==> config.mk <==
export PLATFORM = sky130hd
export DESIGN_NAME = inst_fetch_ctrl
export DESIGN_NICKNAME = d
export VERILOG_FILES = /design/src/rtl/inst_fetch_ctrl.sv
export SDC_FILE = /design/constraint.sdc
export NUM_CORES = 1
export LEC_CHECK = 0
export BUFFER_PORTS_ARGS = -buffer_cell sky130_fd_sc_hd__buf_4
export CAP_MARGIN = 5
export CORE_MARGIN = 2
export CORE_UTILIZATION = 61
export CTS_BUF_LIST = sky130_fd_sc_hd__clkbuf_4
export CTS_CLUSTER_DIAMETER = 200
export DETAILED_ROUTE_END_ITERATION = 10
export HOLD_SLACK_MARGIN = 0.1
export PLACE_DENSITY = 0.91
export SETUP_SLACK_MARGIN = 0.02
export SLEW_MARGIN = 0
export SYNTH_ARGS = -nofsm -noshare
export SYNTH_HDL_FRONTEND = slang
export SYNTH_SLANG_ARGS = --single-unit
==> constraint.sdc <==
create_clock -name Clk -period 3.55 [get_ports Clk]
set_clock_uncertainty 0.05 [all_clocks]
set_input_delay 0.71 -clock Clk [delete_from_list [all_inputs] [get_ports Clk]]
set_output_delay 0.71 -clock Clk [all_outputs]
set_load 0.03 [all_outputs]
==> src/rtl/inst_fetch_ctrl.sv <==
`default_nettype none
// ============================================================================
// Module   : inst_fetch_ctrl
// Purpose  : Single-line instruction fetch buffer. A hit returns the word
//            combinationally; a miss stalls the pipeline while the whole line
//            is refilled word by word from backing memory.
// Revision : 1.0  initial release
// ============================================================================
module inst_fetch_ctrl #(
  parameter int LINE_WORDS = 4
) (
  input  logic        Clk,
  input  logic        Rst,
  input  logic        ce,
  input  logic [31:0] addr,
  output logic [31:0] inst,
  output logic        stallreq,
  output logic        mem_req,
  output logic [31:0] mem_addr,
  input  logic        mem_ack,
  input  logic [31:0] mem_rdata
);

  localparam int IDXW = $clog2(LINE_WORDS);
  localparam int TAGW = 30 - IDXW;

  typedef enum logic [0:0] {
    S_IDLE = 1'b0,
    S_FILL = 1'b1
  } state_t;

  state_t            state_q, state_d;
  logic [IDXW-1:0]   cnt_q, cnt_d;
  logic              valid_q, valid_d;
  logic [TAGW-1:0]   tag_q, tag_d;
  logic [TAGW-1:0]   ftag_q, ftag_d;
  logic [31:0]       buf_q [LINE_WORDS];

  logic [TAGW-1:0]   addr_tag;
  logic [IDXW-1:0]   addr_idx;
  logic              hit;
  logic              fill_we;

  assign addr_tag = addr[31:2+IDXW];
  assign addr_idx = addr[1+IDXW:2];
  assign hit      = ce && valid_q && (addr_tag == tag_q) && (state_q == S_IDLE);
  assign fill_we  = (state_q == S_FILL) && mem_ack;

  // Control state register; buffer contents are deliberately left unreset.
  always_ff @(posedge Clk) begin
    if (Rst) begin
      state_q <= S_IDLE;
      cnt_q   <= '0;
      valid_q <= 1'b0;
      tag_q   <= '0;
      ftag_q  <= '0;
    end else begin
      state_q <= state_d;
      cnt_q   <= cnt_d;
      valid_q <= valid_d;
      tag_q   <= tag_d;
      ftag_q  <= ftag_d;
    end
  end

  // One write port per buffer word, selected by the fill counter.
  generate
    for (genvar i = 0; i < LINE_WORDS; i++) begin : g_word
      always_ff @(posedge Clk) begin
        if (fill_we && (cnt_q == IDXW'(i))) begin
          buf_q[i] <= mem_rdata;
        end
      end
    end
  endgenerate

  // Next-state logic: start a fill on a miss, count acks, close out the line.
  always_comb begin
    state_d = state_q;
    cnt_d   = cnt_q;
    valid_d = valid_q;
    tag_d   = tag_q;
    ftag_d  = ftag_q;
    case (state_q)
      S_IDLE: begin
        if (ce && !hit) begin
          state_d = S_FILL;
          ftag_d  = addr_tag;
          cnt_d   = '0;
          valid_d = 1'b0;
        end
      end
      S_FILL: begin
        if (mem_ack) begin
          // Counter is exactly IDXW wide, so the final increment wraps to 0.
          cnt_d = cnt_q + 1'b1;
          if (cnt_q == IDXW'(LINE_WORDS - 1)) begin
            state_d = S_IDLE;
            valid_d = 1'b1;
            tag_d   = ftag_q;
          end
        end
      end
      default: state_d = S_IDLE;
    endcase
  end

  // Output decode: zero-latency hit path, stall on anything else while enabled.
  always_comb begin
    inst     = 32'h0;
    stallreq = 1'b0;
    mem_req  = 1'b0;
    mem_addr = 32'h0;
    if (hit) begin
      inst = buf_q[addr_idx];
    end
    if (ce && !hit) begin
      stallreq = 1'b1;
    end
    if (state_q == S_FILL) begin
      mem_req  = 1'b1;
      mem_addr = {ftag_q, cnt_q, 2'b00};
    end
  end

endmodule
`default_nettype wire

Word-level counts from Yosys, hierarchy flattened
Memory sizes are Yosys's and may differ from the RTL's.
Index checks and enable logic that the tools add are counted.
- output and inout bits: 66
- logic and storage cells: 64
- bits in writable memories: 128
- memories: 1
- input port bits: 68
- register bits: 60
- memory list (memory ; words ; width ; read ports ; clocked after memory_dff ; wr ports ; RTL line ; text):
    buf_q ; 4 ; 32 ; 1 ; 0 ; 1 ; 37 ; logic [31:0] buf_q [LINE_WORDS];
- reductions and logical operators: 18
- add/sub/neg operators: 1
- bitwise gates (word level): 1
- muxes and demuxes: 31
- eq/ne operators: 7
- operators by type and width (cell ; number):
    $mux 32 ; 5
    $reduce_or 32->1 ; 3
    $eq 28x28->1 ; 1
    $mux 1 ; 18
    $mux 2 ; 5
    $logic_and 1x1->1 ; 9
    $reduce_and 3->1 ; 2
    $eq 2x2->1 const B ; 2
    $ne 2x1->1 const B ; 2
    $pmux 1 s2 ; 2
    $pmux 2 s2 ; 1
    $reduce_and 2->1 ; 2
    $add 2x1->2 const B ; 1
    $eq 2x1->1 const B ; 1
    $logic_not 2->1 ; 1
    $ne 2x2->1 const B ; 1
    $logic_not 1->1 ; 1
    $not 1->1 ; 1

Depth between registers and ports, before layout
- depth in word-level cells: 8
- gate-level depth with buffers: 7
- gate-level depth less buffers: 5

Least setup slack after synthesis
OpenSTA, ideal clock, no wires.
- path type: in2out
- from: input addr[7]
- to: output inst[0]
- stages: 5
- path buffers: 1
- slack: 733 ps
- data required time: 2790 ps
- arrival time: 2057 ps
- cell sequence: xor2_1 or3b_4 nor4_4 clkbuf_1 and3_1
- longest elaborated chain between the ends: 4
- ends and longest elaborated chain (what ; RTL line ; text):
    start: declaration ; 15 ; input logic [31:0] addr,
    $eq 28x28->1 ; 46 ; assign hit = ce && valid_q && (addr_tag == tag_q) && (state_q == S_IDLE);
    $logic_and 1x1->1 (2 in series) ; 46 ;
    $mux 32 ; 114 ; if (hit) begin
    end: declaration ; 16 ; output logic [31:0] inst,
Every way passes these cells.

Worst setup path after layout
- from: register tag_q[27]
- to: output inst[10]
- longest elaborated chain between the ends: 4
- ends and longest elaborated chain (what ; RTL line ; text):
    start: declaration ; 35 ; logic [TAGW-1:0] tag_q, tag_d;
    start signal: assignment ; 61 ; tag_q <= tag_d;
    $eq 28x28->1 ; 46 ;
    $logic_and 1x1->1 (2 in series) ; 46 ;
    $mux 32 ; 114 ;
Every way passes these cells.

==> flow_summary.json <==
{
  "synth_adder_area_share_pct": 0.639,
  "period_minus_slack_ps": 3230,
  "worstPathRequired_ps": 2790,
  "synth_cell_types": 34,
  "grt.overflow.total": 0,
  "criticalPathCategory": "reg -> out",
  "dp_hpwl_um": 10400,
  "synth_most_common_cell": "edfxtp_1",
  "insertion_delay_ps": 580,
  "post-route-util_pct": 74.0,
  "avgViaCountPerCell": 5.64,
  "peakVddDrop_v": 0.000225,
  "crit_path_start_kind": "register",
  "rsz0062_at_grt": "false",
  "r2r_cells": 7,
  "grt_max_degree": 92,
  "grt_pass1_vias": 4966,
  "antenna_found_initial": 0,
  "async_flop_share_pct": 0,
  "r2r_start": "tag_q[3]",
  "setup_tns_ps": 0,
  "grt_pass1_wl_um": 25300,
  "worstMarginPinSlew_ps": 818,
  "yosys.area_share.simple_pct": 14.1,
  "maxCapViolations": 0,
  "slew_headroom_pct": 45.5,
  "synthToLayoutAreaGrowth_pct": 18.7,
  "ys_seq_area_share_pct": 64.4,
  "hold_class": "in -> reg",
  "status": "finished clean",
  "cts_setup_buffers": 0,
  "dr_total_vias": 4841,
  "power_mw": 3.98,
  "r2r_end": "ftag_q[9]",
  "drc": 0,
  "die_x_um": 117,
  "drt_pass1_iterations": 5,
  "ys_top_cells_by_area": "edfxtp_1 (49%), dfxtp_1 (15%), mux4_2 (9.2%), nand2b_1 (4.6%), mux2i_1 (3.6%)",
  "die_h_um": 117,
  "yosysWarnings": 0,
  "cts_hold_buf": 0,
  "post_cts_resized": 0,
  "wl_per_cell_um": 18.6,
  "ys_ff_latch": 188,
  "pin_count": 134,
  "finalMaxSlewViolations": 0,
  "path_max_fanout": 34,
  "wl_um": 15900,
  "htreeDepth": 4,
  "synth_top_family_by_area": "simple AND/OR/NAND/NOR gates",
  "synth_compound_area_share_pct": 2.35,
  "cts_max_path_buffers": 2,
  "synth_top_area_share_pct": 49.0,
  "synth_ff_type": "edfxtp_1",
  "antenna_cells": 0,
  "regToRegSetupSlack_ps": 1140,
  "critical_path_arrival_ps": 2470,
  "power.density_nw_per_um2": 428,
  "clkSinkCount": 188,
  "min-delay-start": "mem_rdata[15]",
  "drt_iter0_markers": 310,
  "die-area_um2": 13800,
  "synth_area_um2": 7840,
  "leakage_nw": 3.47,
  "coreArea_um2": 12600,
  "drtAntennaViolNets": 0,
  "gp_congestion": 0.770,
  "worstSetupEndpointType": "primary output",
  "synthMuxAreaShare_pct": 12.8,
  "cpMostUsedCell": "buf_4",
  "clk_pin_slew_ps": 150,
  "holdPathStages": 1,
  "path_cells": "xnor2_1 -> nand4_1 -> nor4_4 -> buf_4 -> and3_1 -> buf_4",
  "synth_cells": 552,
  "synth_edf_count": 128,
  "fmax_mhz": 309,
  "slowest_delay_ps": 390,
  "hold_slack_ps": 265,
  "layout-drive-gt1-share_pct": 30.3,
  "track_usage_pct": 23.9,
  "crit_slowest_cell": "dfxtp_1",
  "portBuffers": 129,
  "holdPathEnd": "buf_q[1][15]",
  "std_cell_rows": 41,
  "cts_tree": "yes",
  "synth-xor-area-share_pct": 3.13,
  "setup_viol": 0,
  "cts-buffers-inserted": 17,
  "root_buffer": "clkbuf_4",
  "fin_nets": 746,
  "hold_viol": 0,
  "ys_top_cells_by_count": "edfxtp_1 (128), dfxtp_1 (60), nand2_1 (57), nand2b_1 (57), and3_1 (35)",
  "period_share_pct": 91.1,
  "synth_top_cell_by_area": "edfxtp_1",
  "synth_area_per_cell_um2": 14.2,
  "start_util_pct": 62.3
}
## layer usage
layer | wire length (um) | track usage [%] | vias to the layer above
met3 | 1170 | 6.57 | 34
li1 | - | - | 2234
met4 | 433 | 10.8 | 0
met5 | 0 | 0 | -
met2 | 7980 | 40.7 | 206
met1 | 6350 | 28.4 | 2367
## logic make-up (layout without fill, tap and decap cells)
family                   Yosys count  in the layout
adder cells (fa/ha/maj)            4              4
other                              1              2
AND/OR/NAND/NOR                  195            195
multiplexers                      60             60
buffers and inverters             42            175
XOR/XNOR                          28             28
AO/OA/AOI/OAI                     34             34
flip-flops                       188            188
## layout make-up
type                    count  area (um^2)
repair buffers            140         1090
fillers                   817         3270
inverters                   4         15.0
clock buffers              17          128
well taps                 172          215
clock inverters            14          196
flip-flops and latches    188         5040
multi-input cells         323         2610
## critical path, delay by kind of cell (launching register included)
family	cells	cell delay [ps]
simple gates	3	810
buf+inv	2	550
xor+xnor	1	130
flops	1	390
## stage by stage
| stage | setup slack [ps] | area, um^2 | instances |
|---|---|---|---|
| after global placement | 452 | 8980 | 827 |
| after global routing | 154 | 9300 | 858 |
| final | 316 | 9300 | 858 |
| after detailed placement | 428 | 8980 | 827 |
| after floorplan | 733 | 7840 | 553 |
| after CTS | 293 | 9300 | 858 |
## power by group
part	switching, mW	leakage (nW)	internal, mW	total (mW)
Combinational	0.159	1.66	0.154	0.313
Clock	0.710	0.154	0.556	1.27
Sequential	0.0210	1.65	2.38	2.40
## layout by cell type, fill, tap and decap left out, types with 4 or more instances in the layout
cell type,n
and3_1,35
buf_4,137
nand2b_1,57
edfxtp_1,128
xnor2_1,27
mux2i_1,28
clkbuf_4,17
and2_1,30
a21oi_1,28
clkinvlp_4,5
ha_1,4
nand4_1,6
mux4_2,32
dfxtp_1,60
bufinv_16,4
nand2_1,57
## state kept, by name (all words and copies together), names as in the netlist
signal and cells:
buf_q 128, cnt_q 2, ftag_q 28, state_q 1, tag_q 28, valid_q 1
## how the worst max path moves through the flow
stage	depth (start not counted)	slack, ps	endpoint	from
floorplan	5	730	inst[0]	addr[7]
global placement	7	450	inst[5]	addr[28]
detailed placement	7	430	inst[31]	addr[26]
CTS	6	290	inst[5]	tag_q[22]
global route	6	150	inst[5]	tag_q[27]
finish	6	320	inst[10]	tag_q[27]
Note: power is estimated with default switching activity, not from simulation.
